==> src/rtl/execute_stage_md.sv <==
// Execute stage: operand forwarding, ALU, branch resolution, an iterative unsigned
// multiply/divide unit (one bit per cycle) and the EX/MEM pipeline register.
module execute_stage_md #(
  parameter int XLEN  = 32,
  parameter int MD_EN = 1
) (
  input  logic            clk,
  input  logic            rst,
  input  logic            valid_e,
  input  logic            flush_e,
  input  logic            branch_e,
  input  logic [2:0]      br_funct_e,
  input  logic            alu_src_e,
  input  logic            reg_write_e,
  input  logic            result_src_e,
  input  logic            mem_write_e,
  input  logic            md_en_e,
  input  logic [1:0]      md_op_e,
  input  logic [3:0]      alu_ctrl_e,
  input  logic [4:0]      rd_e,
  input  logic [XLEN-1:0] rd1_e,
  input  logic [XLEN-1:0] rd2_e,
  input  logic [XLEN-1:0] pc_e,
  input  logic [XLEN-1:0] imm_e,
  input  logic [XLEN-1:0] pc_plus4_e,
  input  logic [XLEN-1:0] alu_result_m_in,
  input  logic [XLEN-1:0] result_w_in,
  input  logic [1:0]      fwd_a_e,
  input  logic [1:0]      fwd_b_e,
  output logic            stall_e,
  output logic            pc_src_e,
  output logic [XLEN-1:0] pc_target_e,
  output logic            reg_write_m,
  output logic            result_src_m,
  output logic            mem_write_m,
  output logic [XLEN-1:0] alu_result_m,
  output logic [XLEN-1:0] write_data_m,
  output logic [XLEN-1:0] pc_plus4_m,
  output logic [4:0]      rd_m,
  output logic [1:0]      dbg_md_state
);

  localparam int CW = $clog2(XLEN);

  typedef enum logic [1:0] {S_IDLE = 2'd0, S_BUSY = 2'd1, S_DONE = 2'd2} md_state_t;

  md_state_t       r_state;
  logic [CW-1:0]   r_cnt;
  logic [XLEN-1:0] r_hi;
  logic [XLEN-1:0] r_lo;
  logic [XLEN-1:0] r_b;
  logic [1:0]      r_op;
  logic [4:0]      r_rd;
  logic            r_rw;

  logic [XLEN-1:0] w_fwd_a;
  logic [XLEN-1:0] w_fwd_b;
  logic [XLEN-1:0] w_src_b;
  logic [CW-1:0]   w_shamt;
  logic [XLEN-1:0] w_alu;
  logic            w_cond;
  logic            w_accept;
  logic [XLEN:0]   w_mul_sum;
  logic [XLEN:0]   w_div_shift;
  logic [XLEN:0]   w_div_diff;
  logic [XLEN-1:0] w_md_res;

  always_comb begin
    w_fwd_a = rd1_e;
    case (fwd_a_e)
      2'b01:   w_fwd_a = result_w_in;
      2'b10:   w_fwd_a = alu_result_m_in;
      default: w_fwd_a = rd1_e;
    endcase
    w_fwd_b = rd2_e;
    case (fwd_b_e)
      2'b01:   w_fwd_b = result_w_in;
      2'b10:   w_fwd_b = alu_result_m_in;
      default: w_fwd_b = rd2_e;
    endcase
  end

  assign w_src_b = alu_src_e ? imm_e : w_fwd_b;
  assign w_shamt = w_src_b[CW-1:0];

  always_comb begin
    w_alu = '0;
    case (alu_ctrl_e)
      4'h0:    w_alu = w_fwd_a + w_src_b;
      4'h1:    w_alu = w_fwd_a - w_src_b;
      4'h2:    w_alu = w_fwd_a & w_src_b;
      4'h3:    w_alu = w_fwd_a | w_src_b;
      4'h4:    w_alu = w_fwd_a ^ w_src_b;
      4'h5:    w_alu = {{(XLEN-1){1'b0}}, $signed(w_fwd_a) < $signed(w_src_b)};
      4'h6:    w_alu = {{(XLEN-1){1'b0}}, w_fwd_a < w_src_b};
      4'h7:    w_alu = w_fwd_a << w_shamt;
      4'h8:    w_alu = w_fwd_a >> w_shamt;
      4'h9:    w_alu = $unsigned($signed(w_fwd_a) >>> w_shamt);
      default: w_alu = '0;
    endcase
  end

  always_comb begin
    w_cond = 1'b0;
    case (br_funct_e)
      3'b000:  w_cond = (w_fwd_a == w_fwd_b);
      3'b001:  w_cond = (w_fwd_a != w_fwd_b);
      3'b100:  w_cond = ($signed(w_fwd_a) < $signed(w_fwd_b));
      3'b101:  w_cond = ($signed(w_fwd_a) >= $signed(w_fwd_b));
      3'b110:  w_cond = (w_fwd_a < w_fwd_b);
      3'b111:  w_cond = (w_fwd_a >= w_fwd_b);
      default: w_cond = 1'b0;
    endcase
  end

  assign pc_target_e = pc_e + imm_e;
  assign pc_src_e    = valid_e & branch_e & ~flush_e & w_cond;

  // Handshake: stall_e=1 tells upstream to hold ID/EX; it is raised for the
  // accepting IDLE cycle and every BUSY cycle, and dropped in DONE.
  assign w_accept     = (MD_EN != 0) && (r_state == S_IDLE) && valid_e && md_en_e && !flush_e;
  assign stall_e      = w_accept || (r_state == S_BUSY);
  assign dbg_md_state = r_state;

  // Shift-add multiply on {hi,lo}; restoring divide with hi as remainder, lo as quotient.
  assign w_mul_sum   = {1'b0, r_hi} + (r_lo[0] ? {1'b0, r_b} : {(XLEN+1){1'b0}});
  assign w_div_shift = {r_hi, r_lo[XLEN-1]};
  assign w_div_diff  = w_div_shift - {1'b0, r_b};
  assign w_md_res    = r_op[0] ? r_hi : r_lo;

  always_ff @(posedge clk or posedge rst) begin
    if (rst) begin
      r_state <= S_IDLE;
      r_cnt   <= '0;
      r_hi    <= '0;
      r_lo    <= '0;
      r_b     <= '0;
      r_op    <= '0;
      r_rd    <= '0;
      r_rw    <= 1'b0;
    end else begin
      case (r_state)
        S_IDLE: begin
          if (w_accept) begin
            r_hi    <= '0;
            r_lo    <= w_fwd_a;
            r_b     <= w_fwd_b;
            r_op    <= md_op_e;
            r_rd    <= rd_e;
            r_rw    <= reg_write_e;
            r_cnt   <= CW'(XLEN - 1);
            r_state <= S_BUSY;
          end
        end
        S_BUSY: begin
          if (flush_e) begin
            r_state <= S_IDLE;
          end else begin
            if (r_op[1]) begin
              if (!w_div_diff[XLEN]) begin
                r_hi <= w_div_diff[XLEN-1:0];
                r_lo <= {r_lo[XLEN-2:0], 1'b1};
              end else begin
                r_hi <= w_div_shift[XLEN-1:0];
                r_lo <= {r_lo[XLEN-2:0], 1'b0};
              end
            end else begin
              r_hi <= w_mul_sum[XLEN:1];
              r_lo <= {w_mul_sum[0], r_lo[XLEN-1:1]};
            end
            r_cnt <= r_cnt - CW'(1);
            if (r_cnt == '0) r_state <= S_DONE;
          end
        end
        S_DONE:  r_state <= S_IDLE;
        default: r_state <= S_IDLE;
      endcase
    end
  end

  always_ff @(posedge clk or posedge rst) begin
    if (rst) begin
      reg_write_m  <= 1'b0;
      result_src_m <= 1'b0;
      mem_write_m  <= 1'b0;
      alu_result_m <= '0;
      write_data_m <= '0;
      pc_plus4_m   <= '0;
      rd_m         <= '0;
    end else if (r_state == S_DONE) begin
      reg_write_m  <= r_rw;
      result_src_m <= 1'b0;
      mem_write_m  <= 1'b0;
      alu_result_m <= w_md_res;
      write_data_m <= '0;
      pc_plus4_m   <= '0;
      rd_m         <= r_rd;
    end else if (stall_e || flush_e || !valid_e) begin
      reg_write_m  <= 1'b0;
      result_src_m <= 1'b0;
      mem_write_m  <= 1'b0;
      alu_result_m <= '0;
      write_data_m <= '0;
      pc_plus4_m   <= '0;
      rd_m         <= '0;
    end else begin
      reg_write_m  <= reg_write_e;
      result_src_m <= result_src_e;
      mem_write_m  <= mem_write_e;
      alu_result_m <= w_alu;
      write_data_m <= w_fwd_b;
      pc_plus4_m   <= pc_plus4_e;
      rd_m         <= rd_e;
    end
  end

endmodule

==> config.mk <==
export PLATFORM = sky130hd
export DESIGN_NAME = execute_stage_md
export DESIGN_NICKNAME = d
export VERILOG_FILES = /design/src/rtl/execute_stage_md.sv
export SDC_FILE = /design/constraint.sdc
export NUM_CORES = 1
export LEC_CHECK = 0
export ABC_CLOCK_PERIOD_IN_PS = 9700
export CELL_PAD_IN_SITES_DETAIL_PLACEMENT = 1
export CELL_PAD_IN_SITES_GLOBAL_PLACEMENT = 2
export CORE_ASPECT_RATIO = 0.7
export CORE_MARGIN = 4
export CORE_UTILIZATION = 33
export CTS_BUF_LIST = sky130_fd_sc_hd__clkbuf_8
export CTS_CLUSTER_SIZE = 20
export DETAILED_ROUTE_END_ITERATION = 16
export PLACE_DENSITY = 0.9
export SETUP_SLACK_MARGIN = 0.1
export SLEW_MARGIN = 10
export SYNTH_ARGS = -nofsm -noshare
export SYNTH_HDL_FRONTEND = slang
export SYNTH_SLANG_ARGS = --single-unit
==> constraint.sdc <==
create_clock -name clk -period 9.7 [get_ports clk]
set_input_delay 2.425 -clock clk [delete_from_list [all_inputs] [get_ports clk]]
set_output_delay 2.425 -clock clk [all_outputs]
set_load 0.05 [all_outputs]
==> impl_metrics.env, run 1 <==
export IMPL_power_leakage_nw=14.02
export IMPL_synth_cells=3314
export IMPL_drt_iter0_markers=3704
export IMPL_grt_pass1_vias=28080
export IMPL_syn_avg_cell_area_sq_um=7.534
export IMPL_final_nets=4158
export IMPL_cts_setup_buffers=0
export IMPL_dieArea_sq_um=80200
export IMPL_place_congestion=1.064
export IMPL_cts_made_buffers=40
export IMPL_io_pins=392
export IMPL_coreArea_sq_um=75040
export IMPL_cp_start_kind="input port"
export IMPL_r2r_start="r_lo[0]$_DFFE_PP0P_"
export IMPL_rsz0062_at_grt="no"
export IMPL_ys_types=89
export IMPL_cts_sinks=215
export IMPL_tns_ps=0
export IMPL_crit_buf_inv=3
export IMPL_finalHoldViolCount=0
export IMPL_drc_errors=0
export IMPL_switching_share_pct=51.26
export IMPL_r2r_cells=12
export IMPL_die_width_microns=336.8
export IMPL_wl_per_cell_microns=30.55
export IMPL_hold_buffers=0
export IMPL_reg2reg_to="r_hi[31]$_DFFE_PP0P_"
export IMPL_worst_setup_hold_path_clk_slew_ps=60
export IMPL_synth_top_family_by_area="compound AO/OA/AOI/OAI gates"
export IMPL_synth_seq_cells=215
export IMPL_die_height_microns=238.1
export IMPL_slowest_stage="ha_1"
export IMPL_std_cell_rows=84
export IMPL_async_flop_share_pct=100.0
export IMPL_routed_via_count=28970
export IMPL_synth_mux_area_share_pct=9.085
export IMPL_final_common_cell="clkdlybuf4s50_1"
export IMPL_cts_resized=0
export IMPL_grt_pass1_wl_microns=202700
export IMPL_area_delta_synth_final_pct=24.60
export IMPL_final_cell_mix="clkdlybuf4s50_1 (388), nor2_1 (344), nand2_1 (321), a21oi_1 (313), ha_1 (235)"
export IMPL_critPathRequiredTime_ps=7280
export IMPL_antenna_found_initial=5
export IMPL_critPathArrivalTime_ps=6780
export IMPL_switchingPower_mw=3.104
export IMPL_endpoint_kind="primary output"
export IMPL_cts_htree_levels=2
export IMPL_crit_type="in -> out"
export IMPL_start_util_pct=33.27
export IMPL_wirelength_microns=143100
export IMPL_track_usage_pct=34.16
export IMPL_insertion_delay_ps=640
export IMPL_power_density_nw_per_um2=194.7
export IMPL_yosys_area_share_simple_pct=18.53
export IMPL_slew_headroom_pct=23.39
export IMPL_worstPathCellList="clkdlybuf4s50_1, inv_1, ha_1, a22oi_1, o21ai_1, ha_1, nand4_1, nor2_1, nand2_1, nor3_1, nor3b_1, nand2_1, xor2_1, nor2_1, o211ai_1, nor4_1, buf_12"
export IMPL_tightest_slew_ps=1140
export IMPL_regToRegSetupSlack_ps=5590
export IMPL_synth_main_ff_cell="dfrtp_1"
export IMPL_clkPwrFrac_pct=15.6
export IMPL_overflow=0
export IMPL_seq_area_frac_synth_pct=21.55
export IMPL_hp_start="r_rw$_DFFE_PP0P_"
export IMPL_holdPathEnd="reg_write_m$_DFF_PP0_"
export IMPL_hold_depth=1
export IMPL_drv_cap=0
export IMPL_min_path_type="reg -> reg"
export IMPL_synthAdderAreaFrac_pct=12.33
export IMPL_grt_start_max_net_pins=104
export IMPL_slowest_delay_ps=780
export IMPL_fin_skew_ps=35.15
export IMPL_p_comb_share_pct=63.0
export IMPL_holdWs_ps=498.3
export IMPL_synthXorXnorAreaFrac_pct=3.894
export IMPL_power_frac_seq_pct=21.4
export IMPL_synthesis_nets=3809
export IMPL_min_period_ps=9204
export IMPL_yosys_warnings=0
export IMPL_io_buffers=391
export IMPL_intPower_mw=2.951
export IMPL_synth_edf_count=0
export IMPL_hpwlAfterDp_microns=113200
export IMPL_vdd_drop_max_v=0.0001043
export IMPL_drv_slew=0
export IMPL_drive_gt1_share_pct=6.824
export IMPL_cts_tree="built"
export IMPL_fmax_mhz=108.6
export IMPL_syn_cell_area_sq_um=24970
export IMPL_clk_path_buf_depth=3
export IMPL_dr_pass1_iters=5
export IMPL_detail_route_vias_per_cell=6.186
export IMPL_fin_crit_sh_pct=94.89
export IMPL_antenna_left=0
export IMPL_crit_fanout=20
export IMPL_synth_compound_area_share_pct=28.45
export IMPL_crit_family="simple AND/OR/NAND/NOR gates"
export IMPL_run_status="completed"
export IMPL_setup_viol=0
export IMPL_root_buffer="clkbuf_8"
==> layer usage <==
metal	track usage [%]	wire length [microns]	part of all wire [%]	vias up
met2	47.11	55420	39	1670
li1	-	-	-	12700
met1	48.88	63170	44	14360
met5	0	11	0.0077	-
met3	11.75	18340	13	244
met4	12.37	6135	4.3	2
==> power groups by stage <==
stage | clock network (mW) | registers (mW) | logic, mW
after floorplan | 0 | 1.21 | 2.50
after global placement | 0 | 1.29 | 3.65
after detailed placement | 0 | 1.30 | 3.70
after CTS | 0.963 | 1.28 | 3.72
after global routing | 1.00 | 1.31 | 4.10
final | 0.942 | 1.30 | 3.82
==> synth_stat cells (33+ instances only) <==
| cell type | number | area (sq um) |
|---|---|---|
| xor2_1 | 36 | 315.3 |
| xnor2_1 | 75 | 656.9 |
| dfrtp_1 | 215 | 5380 |
| mux2i_1 | 194 | 1942 |
| nand2b_1 | 33 | 206.5 |
| ha_1 | 238 | 2978 |
| a21oi_1 | 313 | 1567 |
| nor3_1 | 56 | 280.3 |
| and2_1 | 44 | 275.3 |
| clkbuf_1 | 133 | 499.2 |
| o21ai_1 | 77 | 385.4 |
| a21o_1 | 68 | 510.5 |
| o21ai_0 | 229 | 1146 |
| and3_1 | 50 | 312.8 |
| nand3_1 | 50 | 250.2 |
| inv_1 | 162 | 608.1 |
| a22oi_1 | 88 | 660.6 |
| a211oi_1 | 48 | 360.4 |
| nor2_1 | 344 | 1291 |
| nand2_1 | 321 | 1205 |
| buf_2 | 33 | 165.2 |
==> stage by stage <==
stage,utilization [%],cells,worst slack [ps],power [mW],instance area [sq um]
after floorplan,-,3314,635.1,3.708,24970
after global placement,40.35,4610,591.4,4.935,30280
after detailed placement,40.35,4610,561.7,4.991,30280
after CTS,41.43,4682,544.4,5.968,31090
after global routing,41.45,4682,151.5,6.408,31110
final,41.45,4683,495.8,6.056,31110
==> sequential cells by signal (all words and copies together), names as in the netlist <==
register / flops
r_hi: 32
r_rw: 1
result_src_m: 1
r_rd: 5
r_cnt: 5
write_data_m: 32
r_op: 2
r_lo: 32
reg_write_m: 1
rd_m: 5
r_b: 32
pc_plus4_m: 32
dbg_md_state: 2
alu_result_m: 32
mem_write_m: 1
==> kinds of logic (layout without fill, tap and decap cells) <==
kind of cell,Yosys count,count (layout)
muxes,222,222
other,0,1
adders and majority gates,243,243
AOI/OAI and AO/OA,1128,1128
buffers and inverters,379,758
and+or+nand+nor,1016,1016
DFF,215,215
xor gates and xnor gates,111,111
==> worst register-to-register path, stage by stage, from the launching register on <==
cell,delay [ps]
dfrtp_1,570
buf_4,370
and2_1,180
ha_1,280
a2111oi_0,450
o31a_1,240
o21ai_1,190
o31a_1,450
a21oi_1,310
a311oi_1,260
a221o_1,390
a31oi_1,180
a31oi_1,60
==> how the worst max path moves through the flow <==
| stage | from | slack (ps) | depth (start not counted) | to |
|---|---|---|---|---|
| after global routing | fwd_a_e[1] | 150 | 17 | pc_src_e |
| after floorplan | fwd_a_e[0] | 640 | 17 | pc_src_e |
| final | fwd_a_e[1] | 500 | 17 | pc_src_e |
| after detailed placement | fwd_b_e[0] | 560 | 18 | pc_src_e |
| after CTS | fwd_b_e[0] | 540 | 18 | pc_src_e |
| after global placement | fwd_b_e[1] | 590 | 19 | pc_src_e |
==> final cells by class <==
type | instances | area, sq um
repair buffers | 519 | 4887
inverters | 167 | 636.9
fillers | 9186 | 43930
multi-input cells | 2720 | 18150
flip-flops and latches | 215 | 5383
clock buffers | 47 | 646.9
diodes | 1 | 2.502
well taps | 989 | 1237
clock inverters | 25 | 167.7
Power figures use the tool's default switching activity.
==> run 2, diff against run 1 <==
- CORE_UTILIZATION: 33 -> 32
- PLACE_DENSITY: 0.9 -> 0.87
==> run 2 against run 1 <==
- non-clock buffer count is 29 lower
- worst setup slack got worse by 240 ps
- flip-flop and latch count is the same
- critical endpoint unchanged
- largest cell class unchanged
==> impl_metrics.env, run 2 (same netlist as run 1, synthesis figures left out) <==
export IMPL_run_status="completed"
export IMPL_holdPathEnd="rd_m[1]$_DFF_PP0_"
export IMPL_regToRegSetupSlack_ps=5320
export IMPL_drc_errors=0
export IMPL_cts_htree_levels=2
export IMPL_antenna_left=0
export IMPL_power_density_nw_per_um2=194.7
export IMPL_cts_made_buffers=41
export IMPL_final_area_sq_um=30980
export IMPL_slew_headroom_pct=19.07
export IMPL_rsz0062_at_grt="no"
export IMPL_crit_type="in -> out"
export IMPL_tns_ps=0
export IMPL_die_width_microns=341.9
export IMPL_min_period_ps=9444
export IMPL_final_nets=4130
export IMPL_io_pins=392
export IMPL_grt_pass1_vias=28060
export IMPL_crit_fanout=13
export IMPL_r2r_cells=14
export IMPL_drv_slew=0
export IMPL_root_buffer="clkbuf_8"
export IMPL_cts_tree="built"
export IMPL_die_height_microns=241.7
export IMPL_routed_via_count=29160
export IMPL_dr_pass1_iters=5
export IMPL_cts_sinks=215
export IMPL_critPathRequiredTime_ps=7280
export IMPL_final_common_cell="clkdlybuf4s50_1"
export IMPL_std_cell_rows=85
export IMPL_fin_crit_sh_pct=97.36
export IMPL_grt_pass1_wl_microns=204900
export IMPL_placed_area_sq_um=30190
export IMPL_grt_start_max_net_pins=87
export IMPL_hp_start="r_rd[1]$_DFFE_PP0P_"
export IMPL_start_util_pct=32.38
export IMPL_place_congestion=1.057
export IMPL_critPathArrivalTime_ps=7020
export IMPL_worst_setup_hold_path_clk_slew_ps=50
export IMPL_grt_met3_usage_pct=11.68
export IMPL_fin_skew_ps=51.90
export IMPL_overflow=0
export IMPL_hold_depth=1
export IMPL_finalHoldViolCount=0
export IMPL_insertion_delay_ps=650
export IMPL_drt_iter0_markers=3537
export IMPL_track_usage_pct=33.33
export IMPL_setup_viol=0
export IMPL_reg2reg_to="r_hi[29]$_DFFE_PP0P_"
export IMPL_fmax_mhz=105.9
export IMPL_hpwlAfterDp_microns=114200
export IMPL_fillers=9318
export IMPL_clk_path_buf_depth=3
export IMPL_wl_per_cell_microns=30.72
export IMPL_min_path_type="reg -> reg"
export IMPL_wirelength_microns=144700
export IMPL_use_met2_pct=46.03
export IMPL_vdd_drop_max_v=0.0001002
export IMPL_final_cell_mix="clkdlybuf4s50_1 (388), nor2_1 (344), nand2_1 (321), a21oi_1 (313), ha_1 (235)"
export IMPL_detail_route_vias_per_cell=6.188
export IMPL_coreArea_sq_um=77110
export IMPL_drive_gt1_share_pct=6.143
export IMPL_drv_cap=0
export IMPL_power_leakage_nw=13.87
export IMPL_io_buffers=391
export IMPL_met1_usage_pct=47.66
export IMPL_r2r_start="r_lo[0]$_DFFE_PP0P_"
export IMPL_tightest_slew_ps=1209
export IMPL_top_usage_layer="met1"
export IMPL_antenna_found_initial=13
export IMPL_cp_start_kind="input port"
export IMPL_endpoint_kind="primary output"
export IMPL_hold_buffers=0
export IMPL_area_delta_synth_final_pct=24.09
export IMPL_dieArea_sq_um=82630
[run 2: worst max-delay path, stage by stage]
cell and delay (ps):
clkdlybuf4s50_1 530, inv_1 70, ha_2 400, buf_4 230, buf_4 220, a221oi_1 80
or2_2 360, ha_1 320, nor2b_1 150, o21a_1 160, o21a_1 160, o21ai_0 200
a21oi_1 100, o21a_1 170, o21ai_0 210, nand3_1 200, and3_1 210, nor4_1 590
buf_12 220
[run 2: power by group]
part	switching (mW)	total [mW]	internal, mW	leakage [nW]
clock	0.464	0.912	0.448	0.437
combinational	2.41	3.81	1.40	10.6
sequential	0.270	1.31	1.04	2.86
[run 2: how the worst max path moves through the flow]
stage,endpoint,start,slack (ps)
2_1_floorplan,pc_src_e,fwd_a_e[0],640
3_3_place_gp,pc_src_e,fwd_b_e[0],510
3_5_place_dp,pc_src_e,fwd_b_e[0],340
4_1_cts,pc_src_e,fwd_b_e[0],300
5_1_grt,pc_src_e,fwd_b_e[0],100
6_report,pc_src_e,fwd_b_e[0],260
[run 2: final cells by class]
type                            count  area (sq um)  area share (%)
Antenna cell                        5         12.51         0.04038
Tap cell                         1044          1306           4.216
Sequential cell                   215          5383           17.37
Multi-Input combinational cell   2720         18160           58.60
Clock buffer                       44         605.6           1.955
Clock inverter                     27         160.2          0.5169
Timing Repair Buffer              490          4723           15.24
Inverter                          167         636.9           2.055
[run 2: metal layers]
| layer | vias to the layer above | share of wire, % | wire length, microns |
|---|---|---|---|
| met5 | - | 0.048 | 69 |
| met4 | 10 | 3.9 | 5691 |
| met3 | 274 | 13 | 19130 |
| met2 | 1800 | 39 | 56460 |
| met1 | 14440 | 44 | 63400 |
| li1 | 12640 | - | - |
[run 2: through the flow]
step	utilization (%)	hold WS (ps)	cells	setup WS [ps]	power, mW
2_1_floorplan	-	460.6	3314	635.1	3.708
3_3_place_gp	39.16	467.6	4636	513.1	4.948
3_5_place_dp	39.16	477.6	4636	344.0	4.993
4_1_cts	40.15	491.5	4707	300.2	5.940
5_1_grt	40.17	507.2	4707	101.8	6.379
6_report	40.18	485.2	4712	255.6	6.033
[run 2: repair_timing]
item / in CTS / in global routing
setup endpoints to repair: 0 / 1
buffers inserted: 0 / 0
resized for setup: 0 / 1
